### src/rtl/vector_cache_pkg.sv
// Shared vector-cache types: direction ids, the data beat payload and the
// egress buffer constants/status struct.
`ifndef VEC_CACHE_WEST
`define VEC_CACHE_WEST  2'd0
`define VEC_CACHE_EAST  2'd1
`define VEC_CACHE_NORTH 2'd2
`define VEC_CACHE_SOUTH 2'd3
`endif

package vector_cache_pkg;

    localparam int VEC_CH_NUM            = 8;
    localparam int VEC_EGRESS_FIFO_DEPTH = 4;

    localparam logic [1:0] DIR_WEST  = 2'd0;
    localparam logic [1:0] DIR_EAST  = 2'd1;
    localparam logic [1:0] DIR_NORTH = 2'd2;
    localparam logic [1:0] DIR_SOUTH = 2'd3;

    typedef struct packed {
        logic [1:0] direction_id;
        logic [5:0] rob_id;
    } txn_id_t;

    typedef struct packed {
        txn_id_t    txn_id;
        logic [3:0] opcode;
    } cmd_pld_t;

    typedef struct packed {
        cmd_pld_t    cmd_pld;
        logic [31:0] data;
    } data_pld_t;

    typedef struct packed {
        logic [VEC_CH_NUM-1:0] ovf_err;
        logic [VEC_CH_NUM-1:0] dir_err;
    } egress_status_t;

endpackage

### src/rtl/vec_cache_egress_fifo.sv
// Single-channel show-ahead FIFO: head is the oldest entry, valid whenever
// the FIFO is non-empty. The caller guarantees no push into a full FIFO
// unless it pops in the same cycle.
module vec_cache_egress_fifo
    import vector_cache_pkg::*;
#(
    parameter int  DEPTH = VEC_EGRESS_FIFO_DEPTH,
    localparam int PW    = $clog2(DEPTH),
    localparam int CW    = PW + 1
) (
    input  logic          clk,
    input  logic          rst_n,
    input  logic          push,
    input  logic          pop,
    input  data_pld_t     wdata,
    output data_pld_t     head,
    output logic          full,
    output logic          empty,
    output logic [CW-1:0] count
);

    data_pld_t         mem [DEPTH];
    logic     [PW-1:0] wr_ptr;
    logic     [PW-1:0] rd_ptr;

    // Pointers wrap naturally because DEPTH is a power of two.
    always_ff @(posedge clk or negedge rst_n) begin
        if (!rst_n) begin
            wr_ptr <= '0;
            rd_ptr <= '0;
            count  <= '0;
        end else begin
            if (push) wr_ptr <= wr_ptr + PW'(1);
            if (pop)  rd_ptr <= rd_ptr + PW'(1);
            case ({push, pop})
                2'b10:   count <= count + CW'(1);
                2'b01:   count <= count - CW'(1);
                default: count <= count;
            endcase
        end
    end

    always_ff @(posedge clk) begin
        if (push) mem[wr_ptr] <= wdata;
    end

    assign head  = mem[rd_ptr];
    assign full  = (count == CW'(DEPTH));
    assign empty = (count == '0);

endmodule

### src/rtl/vec_cache_data_egress_buf.sv
// Captures per-channel beats from one switch edge, buffers each channel in its
// own FIFO and merges them round-robin onto a single valid/ready port.
module vec_cache_data_egress_buf
    import vector_cache_pkg::*;
#(
    parameter int         CH_NUM     = VEC_CH_NUM,
    parameter int         FIFO_DEPTH = VEC_EGRESS_FIFO_DEPTH,
    parameter logic [1:0] DIR_ID     = `VEC_CACHE_WEST
) (
    input  logic              clk,
    input  logic              rst_n,
    input  logic [CH_NUM-1:0] in_vld,
    input  data_pld_t         in_pld [CH_NUM],
    output logic              out_vld,
    output data_pld_t         out_pld,
    output logic [2:0]        out_ch,
    input  logic              out_rdy,
    output logic [CH_NUM-1:0] credit_rtn,
    output logic [CH_NUM-1:0] ovf_err,
    output logic [CH_NUM-1:0] dir_err
);

    localparam int CW = $clog2(FIFO_DEPTH) + 1;

    // Output handshake: a beat transfers on a cycle where out_vld && out_rdy.
    // Once out_vld is raised, out_ch/out_pld hold until that transfer.
    data_pld_t         head [CH_NUM];
    logic [CH_NUM-1:0] full;
    logic [CH_NUM-1:0] empty;
    logic [CW-1:0]     occ  [CH_NUM];
    logic [CH_NUM-1:0] push;
    logic [CH_NUM-1:0] pop;
    logic [CH_NUM-1:0] drop;
    logic [CH_NUM-1:0] bad_dir;

    logic              lock_vld;
    logic [2:0]        lock_ch;
    logic [2:0]        rr_ptr;
    egress_status_t    status;

    logic              found;
    logic [2:0]        srch_ch;
    logic [2:0]        idx;
    logic [2:0]        grant_ch;
    logic              hs;

    always_comb begin
        found   = 1'b0;
        srch_ch = '0;
        idx     = '0;
        for (int k = 0; k < CH_NUM; k++) begin
            idx = rr_ptr + 3'(k);
            if (!found && !empty[idx]) begin
                found   = 1'b1;
                srch_ch = idx;
            end
        end
    end

    // A held grant overrides the search so the presented beat cannot change.
    assign grant_ch = lock_vld ? lock_ch : srch_ch;
    assign out_vld  = lock_vld | found;
    assign out_ch   = out_vld ? grant_ch : 3'd0;
    assign out_pld  = out_vld ? head[grant_ch] : '0;
    assign hs       = out_vld & out_rdy;

    for (genvar i = 0; i < CH_NUM; i++) begin : g_ch
        assign pop[i]     = hs && (grant_ch == 3'(i));
        assign push[i]    = in_vld[i] && (!full[i] || pop[i]);
        assign drop[i]    = in_vld[i] && (occ[i] == CW'(FIFO_DEPTH)) && !pop[i];
        assign bad_dir[i] = in_vld[i] && (in_pld[i].cmd_pld.txn_id.direction_id != DIR_ID);

        vec_cache_egress_fifo #(.DEPTH(FIFO_DEPTH)) u_fifo (
            .clk   (clk),
            .rst_n (rst_n),
            .push  (push[i]),
            .pop   (pop[i]),
            .wdata (in_pld[i]),
            .head  (head[i]),
            .full  (full[i]),
            .empty (empty[i]),
            .count (occ[i])
        );
    end

    always_ff @(posedge clk or negedge rst_n) begin
        if (!rst_n) begin
            lock_vld   <= 1'b0;
            lock_ch    <= '0;
            rr_ptr     <= '0;
            credit_rtn <= '0;
            status     <= '0;
        end else begin
            credit_rtn <= pop;
            if (hs) begin
                lock_vld <= 1'b0;
                rr_ptr   <= grant_ch + 3'd1;  // eight channels: 3-bit wrap is mod CH_NUM
            end else if (out_vld) begin
                lock_vld <= 1'b1;
                lock_ch  <= grant_ch;
            end
            status.ovf_err <= status.ovf_err | drop;
            status.dir_err <= status.dir_err | bad_dir;
        end
    end

    assign ovf_err = status.ovf_err;
    assign dir_err = status.dir_err;

endmodule

### config.mk
export PLATFORM = sky130hd
export DESIGN_NAME = vec_cache_data_egress_buf
export DESIGN_NICKNAME = d
export VERILOG_FILES = /design/src/rtl/vector_cache_pkg.sv /design/src/rtl/vec_cache_egress_fifo.sv /design/src/rtl/vec_cache_data_egress_buf.sv
export SDC_FILE = /design/constraint.sdc
export NUM_CORES = 1
export LEC_CHECK = 0
export CORE_MARGIN = 1.5
export CORE_UTILIZATION = 50
export DETAILED_ROUTE_END_ITERATION = 6
export PLACE_DENSITY = 0.7
export SKIP_CTS_REPAIR_TIMING = 1
export SLEW_MARGIN = 20
export SYNTH_ARGS = -nofsm -noshare
export SYNTH_HDL_FRONTEND = slang
export SYNTH_HIERARCHICAL = 1
export SYNTH_SLANG_ARGS = --single-unit
### constraint.sdc
create_clock -name clk -period 8.4 [get_ports clk]
set_input_delay 1.68 -clock clk [delete_from_list [all_inputs] [get_ports clk]]
set_output_delay 1.68 -clock clk [all_outputs]
set_load 0.05 [all_outputs]
==> Word-level counts from Yosys, hierarchy flattened <==
Memory sizes are Yosys's and may differ from the RTL's.
Index checks and enable logic that the tools add are counted.
{ "word_totals": {"regBits": 87, "mem_bits_rw": 1408, "in_bits": 363, "out_inout_bits": 72, "word_cells": 299, "memories": 8} }
{ "memory_table": {"columns": ["memory", "depth", "width", "read_ports", "rd_ports_with_merged_regs", "write_ports", "line", "source"], "rows": [
  ["g_ch[0].u_fifo.mem", 4, 44, 1, 0, 1, "vec_cache_egress_fifo.sv:22", "data_pld_t mem [DEPTH];"],
  ["g_ch[1].u_fifo.mem", 4, 44, 1, 0, 1, "vec_cache_egress_fifo.sv:22", null],
  ["g_ch[2].u_fifo.mem", 4, 44, 1, 0, 1, "vec_cache_egress_fifo.sv:22", null],
  ["g_ch[3].u_fifo.mem", 4, 44, 1, 0, 1, "vec_cache_egress_fifo.sv:22", null],
  ["g_ch[4].u_fifo.mem", 4, 44, 1, 0, 1, "vec_cache_egress_fifo.sv:22", null],
  ["g_ch[5].u_fifo.mem", 4, 44, 1, 0, 1, "vec_cache_egress_fifo.sv:22", null],
  ["+2 memories", null, null, null, null, null, null, null]
]} }
{ "classes": {"n_addsub": 40, "order_cmp": 9, "n_eq_ne": 31, "n_mux": 64, "bitwise_logic": 6, "n_reduce_logical": 111} }
{ "op_table": {"columns": ["cell", "count"], "rows": [
  ["44-bit binary-select mux with 3-bit select", 1],
  ["44-bit 2-to-1 mux", 3],
  ["3-bit one-hot mux with 2 select lines", 8],
  ["1-bit logical AND", 47],
  ["3-bit equality test, second input constant", 12],
  ["1-bit 2-to-1 mux", 34],
  ["2-bit nonzero test", 17],
  ["2-bit by 1-bit adder with 2-bit output, second input constant", 16],
  ["3-bit by 4-bit < comparator with 1-bit output, second input constant", 8],
  ["3-bit by 1-bit adder with 3-bit output, second input constant", 10],
  ["3-bit 2-to-1 mux", 10],
  ["1-bit logical NOT", 29],
  ["3-bit logical NOT", 9],
  ["1-bit binary-select mux with 3-bit select", 8],
  ["3-bit by 1-bit subtractor with 3-bit output, second input constant", 8],
  ["2-bit by 1-bit equality test with 1-bit output, second input constant", 8],
  ["2-bit equality test, second input constant", 8],
  ["8-bit OR", 2],
  ["3-bit adder, second input constant", 4],
  ["1-bit logical OR", 8],
  ["3-bit by 2-bit adder with 3-bit output, second input constant", 2],
  ["3-bit by 2-bit equality test with 1-bit output, second input constant", 2],
  ["4-bit >= comparator, second input constant", 1],
  ["3-bit inverter with 4-bit output", 1],
  ["5 further kinds", 5]
]} }

==> Logic depth before layout (Yosys ltp) <==
{ "logic_depth": {"ltp_word": 31, "ltp_mapped": 26, "ltp_nobuf": 20} }

==> Modules after synthesis <==
Netlist, hierarchy kept.
{ "by_module_without_submodules": {"columns": ["module", "n_inst", "cells_each", "area_each_um2", "seq_area_each_um2"], "rows": [
  ["vec_cache_egress_fifo", 8, 267, 6809.0, 5460.2],
  ["vec_cache_data_egress_buf", 1, 542, 5096.1, 775.7]
]} }

==> Worst setup path after synthesis <==
OpenSTA, ideal clock, no wires.
{ "synth_timing": {"kind": "flip-flop to output port", "startpoint": "reg rr_ptr[0]", "endpoint": "out out_pld[37] (netlist name)", "arrival_time_ns": 4.677, "t_required_ns": 6.720, "path_slack_ns": 2.043, "path_stages_with_launch": 17, "path_buffers": 6, "cell_sequence": "dfrtp_1 -> buf_2 -> buf_2 -> inv_1 -> ha_1 -> buf_6 -> mux4_2 -> mux2_2 -> a32oi_2 -> o311ai_1 -> nand2_1 -> and3_1 -> buf_4 -> clkbuf_1 -> clkbuf_1 -> a222oi_1 -> mux2i_1"} }
{ "synth_rtl": {"columns": ["element", "line", "source"], "rows": [
  ["start: declaration", "vec_cache_data_egress_buf.sv:38", "logic [2:0] rr_ptr;"],
  ["start signal: assignment", "vec_cache_data_egress_buf.sv:97", "rr_ptr <= grant_ch + 3'd1;"],
  ["end: declaration", "vec_cache_data_egress_buf.sv:15", "output data_pld_t out_pld,"]
]} }

==> impl_metrics.ini <==
[sta]
period_share_pct = 94.1
hold_viol_final = 0
slew_headroom_pct = 29.7
min_period_ns = 7.91
setup-tns-final_ns = 0
clock.fmax_mhz = 126
setup_viol = 0
clock_skew_ns = 0.0231
tightest_slew_ns = 1.05
slew_violations = 0
holdWs_ns = 0.466
rsz0062_at_grt = no

[detailed_routing]
post_drt_wl_per_cell_um = 31.4
drtIter0Drc = 3087
vias = 29500
drt_first_pass_iters = 7
top_layer_used = met5
dr_wl_met3_um = 12900
routed_wl_um = 153000
final_antenna_net_count = 0
drc = 5
wl_met2_um = 78400
m1WireLength_um = 56500
vias_per_cell = 6.06

[yosys]
yosys.area_share.simple_pct = 1.91
synth_fa_ha_area_share_pct = 1.17
synth_cells = 2678
synth-seq-area-share_pct = 74.6
ys_ff_latch = 1495
syn_avg_cell_area_um2 = 22.2
syn-num-nets = 3092
synth_edf_count = 1408
synthArstFlopShare_pct = 5.82
synth-compound-area-share_pct = 2.18
yosys_warnings = 6
synth_top_family_by_area = multiplexers
synth_cell_types = 59
synth-xor-area-share_pct = 0.765
muxShareOfSynthArea_pct = 16.9
synthesis.area_um2 = 59600
ys.flop_type = edfxtp_1

[clock_tree]
tritoncts = built
cts_buffer_depth = 3
cts_sinks = 1495
root_buffer = clkbuf_16
clk_pin_slew_ns = 0.07
clock_latency_ns = 0.76
cts_max_level = 4
cts_buffers = 152

[cells_and_area]
nNetsFinal = 3619
syn_to_final_growth_pct = 17.7
fin_util_pct = 59.4
n_fill_cell = 8297
layout-drive-gt1-share_pct = 23.8

[die]
initial_core_util_pct = 50.4
dieHeight_um = 348
dieWidth_um = 348
num_rows = 126
coreArea_um2 = 118000
ioPinCount = 435
die_area_um2 = 121000

[worst_setup_path]
end_kind = primary output
crit_fanout = 47
cp.arrival_ns = 6.23
r2r.worst_path.cells = 15
cp-start-kind = register
cpMaxStageDelayCell = ha_1
cpPeakStageDelay_ns = 0.72
crit_required_ns = 6.72
path_cells = inv_1 -> ha_1 -> mux4_2 -> o21a_1 -> a221oi_1 -> nor4b_1 -> a211o_1 -> a221o_2 -> buf_4 -> nor2_4 -> buf_4 -> a222oi_1 -> mux2i_1 -> buf_4
path_common_cell = buf_4
path_class = reg2out

[place]
io_buffers = 434
hpwlAfterDp_um = 105000
finalWeightedCongestion = 0.849

[pwr]
irDropWorstVdd_mv = 0.675
leakagePower_nw = 23.3
powerDensity_nw_per_um2 = 395

[grt]
antenna_found_initial = 56
first_global_vias = 30800
grtUsageTotal_pct = 25.4
grt_pass1_wl_um = 218000
gr-total-overflow = 0
grt_max_degree = 145

[worst_hold_path]
worstHoldPathCells = 1
holdCritPathClass = reg2reg

[status]
status = complete, but fails checks
violations = design-rule violations

[run]
maxCapViolCount = 0
## sequential cells by signal, indices dropped and copies added (netlist names)
register / count
dir_err: 8
g_ch.u_fifo/count: 24
credit_rtn: 8
lock_vld: 1
rr_ptr: 3
g_ch.u_fifo/rd_ptr: 16
lock_ch: 3
g_ch.u_fifo/mem: 1408
ovf_err: 8
g_ch.u_fifo/wr_ptr: 16
## routing by layer
layer / vias up / GRT usage, %
met1: 15700 / 32.1
met5: - / 0
met3: 283 / 6.32
met4: 54 / 8.63
met2: 1151 / 43.0
li1: 12400 / -
## cell families (layout without fill, tap and decap cells)
| group | after synthesis | in the layout |
|---|---|---|
| adder cells (fa/ha/maj) | 51 | 51 |
| buffers and inverters | 203 | 849 |
| AND/OR/NAND/NOR | 206 | 206 |
| XOR/XNOR | 52 | 52 |
| flip-flops | 1495 | 1495 |
| multiplexers | 514 | 514 |
| other | 0 | 16 |
| AO/OA/AOI/OAI | 157 | 157 |
## cell type report
cell class	instances	area [um^2]	share of cell area [%]
well taps	1536	1920	2.74
repair buffers	512	4940	7.05
clock buffers	197	4120	5.88
clock inverters	76	646	0.921
diodes	16	40.0	0.0571
inverters	64	243	0.346
multi-input cells	980	13700	19.5
flip-flops and latches	1495	44500	63.5
## layout by cell type, fill, tap and decap left out, drive strengths merged, types with 11 or more instances in the layout
cell / n
a221oi: 46
a222oi: 44
and2: 33
and3: 53
buf: 115
clkbuf: 197
clkdlybuf4s50: 397
clkinv: 59
dfrtp: 87
diode: 16
edfxtp: 1408
ha: 43
inv: 69
mux2: 96
mux2i: 50
mux4: 368
nand2: 39
nand2b: 11
nor2: 26
nor3: 15
o21ai: 30
xnor2: 18
xor2: 34
## power by group
part	total, W	internal, W	switching (W)	leakage [nW]
Sequential	0.0107	0.00986	0.000830	13.9
Clock	0.00648	0.00373	0.00275	2.33
Combinational	0.0105	0.00409	0.00646	7.12
## cells in the mapped netlist (all sizes together), types with 2 or more instances
| master | number | area share, % |
|---|---|---|
| edfxtp | 1408 | 71 |
| mux4 | 368 | 14 |
| buf | 120 | 1.9 |
| mux2 | 96 | 1.8 |
| dfrtp | 87 | 3.7 |
| inv | 64 | 0.40 |
| and3 | 53 | 0.56 |
| mux2i | 50 | 0.84 |
| a221oi | 46 | 0.68 |
| a222oi | 44 | 0.74 |
| ha | 43 | 0.90 |
| nand2 | 39 | 0.25 |
| xor2 | 34 | 0.50 |
| and2 | 33 | 0.35 |
| o21ai | 30 | 0.25 |
| nor2 | 26 | 0.18 |
| clkbuf | 19 | 0.12 |
| xnor2 | 18 | 0.26 |
| nor3 | 15 | 0.13 |
| nand2b | 11 | 0.12 |
| a21boi | 8 | 0.10 |
| a41o | 8 | 0.13 |
| fa | 8 | 0.27 |
| nand3 | 5 | 0.042 |
| or3 | 5 | 0.053 |
| a21oi | 4 | 0.034 |
| nor2b | 4 | 0.042 |
| nor4 | 4 | 0.042 |
| nor4b | 3 | 0.044 |
| a211o | 2 | 0.029 |
| a211oi | 2 | 0.025 |
| nand3b | 2 | 0.025 |
| nor3b | 2 | 0.044 |
| o21a | 2 | 0.025 |
## path summary, 6_finish.rpt
kind	slack [ns]	end	startpoint
max	0.49	out_pld[2]	rr_ptr[0]
min	0.47	dir_err[4]	dir_err[4]
max reg2reg	1.74	g_ch[7].u_fifo/mem[1][21]	rr_ptr[0]
min reg2reg	0.47	dir_err[4]	dir_err[4]
max in group asynchronous	6.11	g_ch[5].u_fifo/rd_ptr[1]	rst_n
min in group asynchronous	0.85	dir_err[3]	rst_n
## worst max-delay path: cells and delay by family, from the launching register on
kind,cells,cell delay [ns]
AOI/OAI and AO/OA,5,1.43
adders and majority gates,1,0.72
buffers and inverters,4,1.22
DFF,1,0.35
muxes,2,1.23
and+or+nand+nor,2,0.48
## metrics by stage
stage | cell area, um^2 | worst slack (ns) | std cells | total power (W)
final | 70100 | 0.492 | 4876 | 0.0277
after detailed placement | 65300 | 1.20 | 4586 | 0.0214
after global routing | 70100 | 0.210 | 4869 | 0.0287
after global placement | 65300 | 1.23 | 4585 | 0.0212
after floorplan | 59600 | 2.04 | 2678 | 0.0176
after CTS | 70000 | 0.360 | 4859 | 0.0279
Note: power is estimated with default switching activity, not from simulation.
